<file path="config.mk">
export PLATFORM = sky130hd
export DESIGN_NAME = uart_stream_arb
export DESIGN_NICKNAME = d
export VERILOG_FILES = /design/src/rtl/uart_arb_pkg.sv /design/src/rtl/word_hold_reg.sv /design/src/rtl/uart_stream_arb.sv
export SDC_FILE = /design/constraint.sdc
export NUM_CORES = 1
export LEC_CHECK = 0
export ABC_AREA = 1
export CAP_MARGIN = 5
export CORE_MARGIN = 4
export CORE_UTILIZATION = 51
export CTS_CLUSTER_SIZE = 10
export DETAILED_ROUTE_END_ITERATION = 16
export PLACE_DENSITY = 0.8
export SYNTH_ARGS = -nofsm -noshare
export SYNTH_HDL_FRONTEND = slang
export SYNTH_SLANG_ARGS = --single-unit
export TNS_END_PERCENT = 1
</file>
<file path="constraint.sdc">
create_clock -name clk -period 5.01 [get_ports clk]
set_input_delay 1.503 -clock clk [delete_from_list [all_inputs] [get_ports clk]]
set_output_delay 1.503 -clock clk [all_outputs]
set_load 0.05 [all_outputs]
</file>
<file path="src/rtl/uart_arb_pkg.sv">
// -----------------------------------------------------------------------------
// uart_arb_pkg
// Shared types and helpers for the two-channel UART frame arbiter.
//   - arb_state_t : frame FSM states (CSUM only exists when the build defines
//                   UART_ARB_CHECKSUM_EN)
//   - CHAN_A/CHAN_B : channel identifiers, also the low bit of the header
//   - DROP_W      : width of the saturating per-channel drop counters
//   - IDX_W       : width of the payload byte index (covers up to 8 bytes)
//   - hdr_byte()  : builds the frame header byte
// -----------------------------------------------------------------------------
package uart_arb_pkg;

  localparam int DROP_W = 16;
  localparam int IDX_W  = 3;

  localparam logic CHAN_A = 1'b0;
  localparam logic CHAN_B = 1'b1;

`ifdef UART_ARB_CHECKSUM_EN
  typedef enum logic [1:0] {
    ST_IDLE,
    ST_HDR,
    ST_PAYLOAD,
    ST_CSUM
  } arb_state_t;
`else
  typedef enum logic [1:0] {
    ST_IDLE,
    ST_HDR,
    ST_PAYLOAD
  } arb_state_t;
`endif

  // Header is the sync nibble, three zero bits, then the channel id.
  function automatic logic [7:0] hdr_byte(input logic [3:0] sync_hi,
                                          input logic       chan);
    return {sync_hi, 3'b000, chan};
  endfunction

endpackage

</file>
<file path="src/rtl/word_hold_reg.sv">
// -----------------------------------------------------------------------------
// word_hold_reg
// One-entry holding register for a word source, with a full flag, a clear
// input from the frame FSM and a saturating drop counter.
// Ports:
//   clk, rst      : core clock, synchronous active-low reset
//   data_i        : incoming word
//   valid_i       : word strobe
//   clr_i         : frame using this word has finished; free the entry
//   data_o        : held word
//   full_o        : entry occupied
//   drop_cnt_o    : words discarded because the entry was occupied
// -----------------------------------------------------------------------------
module word_hold_reg
  import uart_arb_pkg::*;
#(
  parameter int W = 32
) (
  input  logic              clk,
  input  logic              rst,
  input  logic [W-1:0]      data_i,
  input  logic              valid_i,
  input  logic              clr_i,
  output logic [W-1:0]      data_o,
  output logic              full_o,
  output logic [DROP_W-1:0] drop_cnt_o
);

  // A clear on this cycle frees the entry before the new word is looked at,
  // so a word arriving on the frame's last edge is captured rather than dropped.
  logic held;
  assign held = full_o & ~clr_i;

  // NOTE: the word storage needs no reset; full_o alone says whether it holds
  // anything meaningful, and leaving it unreset keeps it a plain enable flop.
  always_ff @(posedge clk) begin
    if (valid_i && !held) begin
      data_o <= data_i;
    end
  end

  // NOTE: state registers use non-blocking assignment so every flop samples
  // the pre-edge values of the others, matching the hardware.
  always_ff @(posedge clk) begin
    if (!rst) begin
      full_o     <= 1'b0;
      drop_cnt_o <= '0;
    end else begin
      if (valid_i) begin
        if (held) begin
          if (drop_cnt_o != '1) begin
            drop_cnt_o <= drop_cnt_o + DROP_W'(1);
          end
        end else begin
          full_o <= 1'b1;
        end
      end else if (clr_i) begin
        full_o <= 1'b0;
      end
    end
  end

endmodule

</file>
<file path="src/rtl/uart_stream_arb.sv">
// -----------------------------------------------------------------------------
// uart_stream_arb
// Shares one byte-wide UART TX FIFO between channel A (signal-chain words) and
// channel B (housekeeping words). Each word is held in a one-entry register
// and sent as a frame: header {SYNC_HI, 3'b000, chan}, then the payload
// MSB byte first. Round-robin between channels at frame boundaries; the
// last-served pointer starts at B so A wins the first tie.
// Build option: define UART_ARB_CHECKSUM_EN to append an XOR-of-payload byte.
// Ports:
//   clk, rst                    : core clock, synchronous active-low reset
//   a_data_i/a_valid_i/a_ready_o: channel A word, strobe, entry empty
//   b_data_i/b_valid_i/b_ready_o: channel B word, strobe, entry empty
//   uart_fifo_full_i            : TX FIFO full (registered in the FIFO)
//   uart_data_o, uart_wr_en_o   : registered byte and write strobe
//   a_drop_cnt_o, b_drop_cnt_o  : saturating dropped-word counts
//   busy_o                      : FSM not idle
// -----------------------------------------------------------------------------
module uart_stream_arb
  import uart_arb_pkg::*;
#(
  parameter int         NBYTES  = 4,
  parameter logic [3:0] SYNC_HI = 4'hA
) (
  input  logic                  clk,
  input  logic                  rst,
  input  logic [8*NBYTES-1:0]   a_data_i,
  input  logic                  a_valid_i,
  output logic                  a_ready_o,
  input  logic [8*NBYTES-1:0]   b_data_i,
  input  logic                  b_valid_i,
  output logic                  b_ready_o,
  input  logic                  uart_fifo_full_i,
  output logic [7:0]            uart_data_o,
  output logic                  uart_wr_en_o,
  output logic [DROP_W-1:0]     a_drop_cnt_o,
  output logic [DROP_W-1:0]     b_drop_cnt_o,
  output logic                  busy_o
);

  localparam int W = 8 * NBYTES;

  logic [W-1:0] a_word, b_word, word;
  logic         a_full, b_full;
  logic         clr_a, clr_b;

  arb_state_t   state, state_n;
  logic         grant, grant_n;
  logic         last, last_n;
  logic [IDX_W-1:0] idx, idx_n;
  logic [7:0]   data_n;
  logic         wr_n;
  logic         emit_ok;
  logic         frame_done;
  logic [7:0]   cur_byte;

  word_hold_reg #(.W(W)) u_hold_a (
    .clk        (clk),
    .rst        (rst),
    .data_i     (a_data_i),
    .valid_i    (a_valid_i),
    .clr_i      (clr_a),
    .data_o     (a_word),
    .full_o     (a_full),
    .drop_cnt_o (a_drop_cnt_o)
  );

  word_hold_reg #(.W(W)) u_hold_b (
    .clk        (clk),
    .rst        (rst),
    .data_i     (b_data_i),
    .valid_i    (b_valid_i),
    .clr_i      (clr_b),
    .data_o     (b_word),
    .full_o     (b_full),
    .drop_cnt_o (b_drop_cnt_o)
  );

  assign a_ready_o = ~a_full;
  assign b_ready_o = ~b_full;
  assign busy_o    = (state != ST_IDLE);

  // Skipping the cycle right after a write gives the FIFO's registered full
  // flag time to reflect that write before the next byte is offered.
  assign emit_ok  = ~uart_fifo_full_i & ~uart_wr_en_o;
  assign word     = (grant == CHAN_A) ? a_word : b_word;
  assign cur_byte = 8'(word >> {idx, 3'b000});

`ifdef UART_ARB_CHECKSUM_EN
  logic [7:0] csum, csum_n;
`endif

  // NOTE: every signal driven here gets a default first, so no path leaves a
  // value unassigned and no latch is inferred.
  always_comb begin
    state_n    = state;
    grant_n    = grant;
    last_n     = last;
    idx_n      = idx;
    data_n     = uart_data_o;
    wr_n       = 1'b0;
    frame_done = 1'b0;
`ifdef UART_ARB_CHECKSUM_EN
    csum_n     = csum;
`endif
    unique case (state)
      ST_IDLE: begin
        if (a_full || b_full) begin
          if (a_full && b_full) begin
            grant_n = (last == CHAN_B) ? CHAN_A : CHAN_B;
          end else begin
            grant_n = a_full ? CHAN_A : CHAN_B;
          end
          state_n = ST_HDR;
        end
      end
      ST_HDR: begin
        if (emit_ok) begin
          data_n  = hdr_byte(SYNC_HI, grant);
          wr_n    = 1'b1;
          idx_n   = IDX_W'(NBYTES - 1);
          state_n = ST_PAYLOAD;
`ifdef UART_ARB_CHECKSUM_EN
          csum_n  = 8'h00;
`endif
        end
      end
      ST_PAYLOAD: begin
        if (emit_ok) begin
          data_n = cur_byte;
          wr_n   = 1'b1;
`ifdef UART_ARB_CHECKSUM_EN
          csum_n = csum ^ cur_byte;
`endif
          if (idx == '0) begin
`ifdef UART_ARB_CHECKSUM_EN
            state_n = ST_CSUM;
`else
            frame_done = 1'b1;
`endif
          end else begin
            idx_n = idx - IDX_W'(1);
          end
        end
      end
`ifdef UART_ARB_CHECKSUM_EN
      ST_CSUM: begin
        if (emit_ok) begin
          data_n     = csum;
          wr_n       = 1'b1;
          frame_done = 1'b1;
        end
      end
`endif
      default: state_n = ST_IDLE;
    endcase

    clr_a = frame_done & (grant == CHAN_A);
    clr_b = frame_done & (grant == CHAN_B);
    if (frame_done) begin
      last_n  = grant;
      state_n = ST_IDLE;
    end
  end

  always_ff @(posedge clk) begin
    if (!rst) begin
      state        <= ST_IDLE;
      grant        <= CHAN_A;
      last         <= CHAN_B;
      idx          <= '0;
      uart_data_o  <= 8'h00;
      uart_wr_en_o <= 1'b0;
    end else begin
      state        <= state_n;
      grant        <= grant_n;
      last         <= last_n;
      idx          <= idx_n;
      uart_data_o  <= data_n;
      uart_wr_en_o <= wr_n;
    end
  end

`ifdef UART_ARB_CHECKSUM_EN
  always_ff @(posedge clk) begin
    if (!rst) begin
      csum <= 8'h00;
    end else begin
      csum <= csum_n;
    end
  end
`endif

endmodule
</file>
==> qor.txt <==
Final Util -> 0.7092
Fin nets -> 803
Clock Tree Buf Depth -> 2
Core ar. -> 9910 um^2
GR peak layer -> met2
CTS tree -> yes
IO Pins -> 113
Starting density of the core -> 0.5318
Die X -> 109.7 um
DRC Markers -> 0
CTS Buf Count -> 17
Gp weighted congestion -> 0.8423
Cells on Worst Hold Path -> 2
Crit share post-route -> 0.7199
RSZ-0062 raised after global routing -> no
Mapped Nets -> 690
Cell Rows -> 36
GR Util met3 -> 0.06459
H-tree level count -> 4
Kind of critical path -> reg2out
Crit path cell chain -> inv_1 -> ha_1 -> inv_1 -> clkdlybuf4s50_1
First-pass GRT wire length -> 21.71 mm
Met2 usage -> 0.3936
Endpoints failing setup -> 0
Hold Slack -> 0.4782 ns
Achievable clock frequency -> 0.2773 GHz
Total grt overflow -> 0
Crit path time final -> 3.607 ns
FILL cells -> 750
Yosys top cell by area -> edfxtp_1
Final cell count without fillers -> 873
Wire per inst -> 15.50 um
CP max stage delay -> 0.79 ns
Syn Std Cell Area -> 5270 um^2
Synth-to-Final Area Change -> 33.36%
R2R Setup Slk -> 1.98 ns
Peak VDD IR -> 220.4 uV
Worst Skew -> 0.008359 ns
Post-route setup slack -> 1.403 ns
Place WS -> 1.442 ns
Largest net degree at the start of global routing -> 41
Iter 0 DRT Violations -> 238
Routed WL -> 13.53 mm
Ant. Diodes -> 0
Vias in the first global route -> 4657
Initial antenna violation count -> 0
CP Launch Type -> flip-flop
Critical hold path startpoint -> last$_SDFFE_PN1P_
Power, Total -> 2.749 mW
Yosys Warn Count -> 0
Clk Latency, worst-skew pair -> 0.52 ns
Max cap viols -> 0
Detail Route Antenna Nets -> 0
Share of cells above drive strength 1 -> 0.07297
Slew HR -> 0.4019
Most used cell, CP -> inv_1
Worst-Margin Slew -> 0.8960 ns
DR vias -> 4755
Sequential share of the synthesized area -> 0.5546
Clk slew on worst S/H paths -> 0.06 ns
Top-area cell type share of the netlist area -> 0.3647
Hold Vio Cnt, Final -> 0
CTS sink cnt -> 114
Slowest-stage cell, CP -> clkdlybuf4s50_1
Crit Path Max Fanout -> 5
Crit end category -> output pin
Syn Area/Cell -> 8.583 um^2
PortBufs -> 112
Die H -> 109.7 um
Initial DRT Pass Iterations -> 5
Vias/cell -> 5.447
Critical path buffers and inverters -> 3
Largest delay share family, worst path -> buffers and inverters
R2R Path Start -> idx[0]$_SDFFE_PN0P_
Synth Register Bits -> 114
Post-Syn Instances -> 614
Post-DP HPWL -> 9.346 mm
Outcome -> complete, no violations
Synth cell types -> 30
Post-CTS sizing -> 0
Required time worst endpoint -> 3.51 ns
Post-route cell area -> 7028 um^2
Hold_buf cts -> 0
Grt met1 use -> 0.2857
GRT Total Usage -> 0.2331
R2R depth -> 7
Synth area leaders -> edfxtp_1, dfxtp_1, nand2_1
Hold crit path type -> reg2reg
Lkg Pwr -> 2.482 nW
PwrDens -> 391.1 nW/um^2
Reg2Reg Capture Point -> u_hold_a.data_o[5]$_DFFE_PP_
Post-CTS Setup Inserts -> 0
Hold Path End -> last$_SDFFE_PN1P_
Setup TNS -> 0 ns
Worst endpoint data arrival time -> 2.10 ns
Max-slew violations -> 0
CTS Root Cell -> clkbuf_8
Post-DP Area -> 6479 um^2
Dpl cells -> 841
Die outline area -> 12020 um^2
==> metal layers <==
layer,share of wire,wire length (um),vias up
li1,-,-,2295
met1,0.41,5490,2240
met2,0.50,6789,198
met3,0.075,1010,22
met4,0.018,243,0
met5,0,0,-
==> worst max path at each step <==
stage | from | to | slack [ns] | cells past startpoint
floorplan | uart_fifo_full_i | u_hold_a.data_o[0]$_DFFE_PP_ | 1.0 | 6
CTS | state[0]$_SDFFE_PP0P_ | busy_o | 1.40 | 4
global route | state[1]$_SDFFE_PP0P_ | busy_o | 1.33 | 4
global placement | uart_fifo_full_i | u_hold_a.data_o[8]$_DFFE_PP_ | 1.52 | 7
finish | state[0]$_SDFFE_PP0P_ | busy_o | 1.40 | 4
detailed placement | uart_fifo_full_i | u_hold_a.data_o[8]$_DFFE_PP_ | 1.44 | 7
==> registers in the layout, summed over array words and instances, names as in the netlist <==
register and flops:
idx 3, u_hold_b.drop_cnt_o 16, grant 1, u_hold_b.data_o 32, uart_wr_en_o 1, state 2
u_hold_a.full_o 1, uart_data_o 8, last 1, u_hold_b.full_o 1, u_hold_a.drop_cnt_o 16, u_hold_a.data_o 32
==> layout make-up <==
type | instances | area [um^2] | share of cell area
Sequential cell | 114 | 2923 | 0.4159
Multi-Input combinational cell | 433 | 2073 | 0.2950
Timing Repair Buffer | 115 | 1144 | 0.1627
Clock buffer | 18 | 417.9 | 0.05946
Inverter | 46 | 172.7 | 0.02457
Tap cell | 133 | 166.4 | 0.02368
Clock inverter | 14 | 131.4 | 0.01869
==> cells by family (layout without fill, tap and decap cells) <==
logic type                 after synthesis  after routing  synth area share
adders and majority gates                7              7           0.01662
DFF                                    114            114            0.5546
buffers and inverters                   67            193           0.05294
AOI/OAI and AO/OA                      101            101            0.1030
xor gates and xnor gates                12             12           0.01994
and+or+nand+nor                        313            313            0.2528
==> tightest hold or removal path, delay by kind of cell (launching register included) <==
| family | cells | cell delay (ns) |
|---|---|---|
| AND/OR/NAND/NOR | 2 | 0.11 |
| flip-flops | 1 | 0.34 |
==> Yosys cell counts <==
cell / instances
a31oi_1: 3
ha_1: 7
a21oi_1: 42
a21oi_4: 1
dfxtp_1: 50
o21ai_0: 45
xnor2_1: 2
xor2_1: 10
edfxtp_1: 64
inv_2: 3
o211ai_1: 6
nand3_1: 51
nand2_4: 2
nand3b_1: 3
nor3_1: 2
buf_6: 2
nor2_4: 1
nand2_1: 129
nor2_1: 102
buf_2: 7
buf_4: 1
o21ai_1: 2
nand2_2: 3
clkbuf_1: 10
nor2_2: 7
inv_1: 42
a21oi_2: 2
buf_1: 1
nand4_1: 13
clkinv_1: 1
==> cells in the final DEF, fill, tap and decap left out, types with 3 or more instances in the layout <==
cell type        count
a21oi_1             42
a31oi_1              3
buf_4                3
clkbuf_16           16
clkdlybuf4s50_1    112
clkinv_4             3
clkinvlp_4           3
dfxtp_1             50
edfxtp_1            64
ha_1                 7
inv_1               42
inv_2                3
inv_6                5
nand2_1            129
nand2_2              3
nand3_1             51
nand3b_1             3
nand4_1             13
nor2_1             100
nor2_2               9
o211ai_1             6
o21ai_0             45
xor2_1              10
==> where the power goes <==
part	total, mW	switching, mW	internal, mW	leakage, nW
Combinational	0.526	0.338	0.188	1.21
Sequential	1.11	0.0552	1.06	1.01
Clock	1.11	0.445	0.663	0.261
Total	2.75	0.839	1.91	2.48
Note: power is estimated with default switching activity, not from simulation.
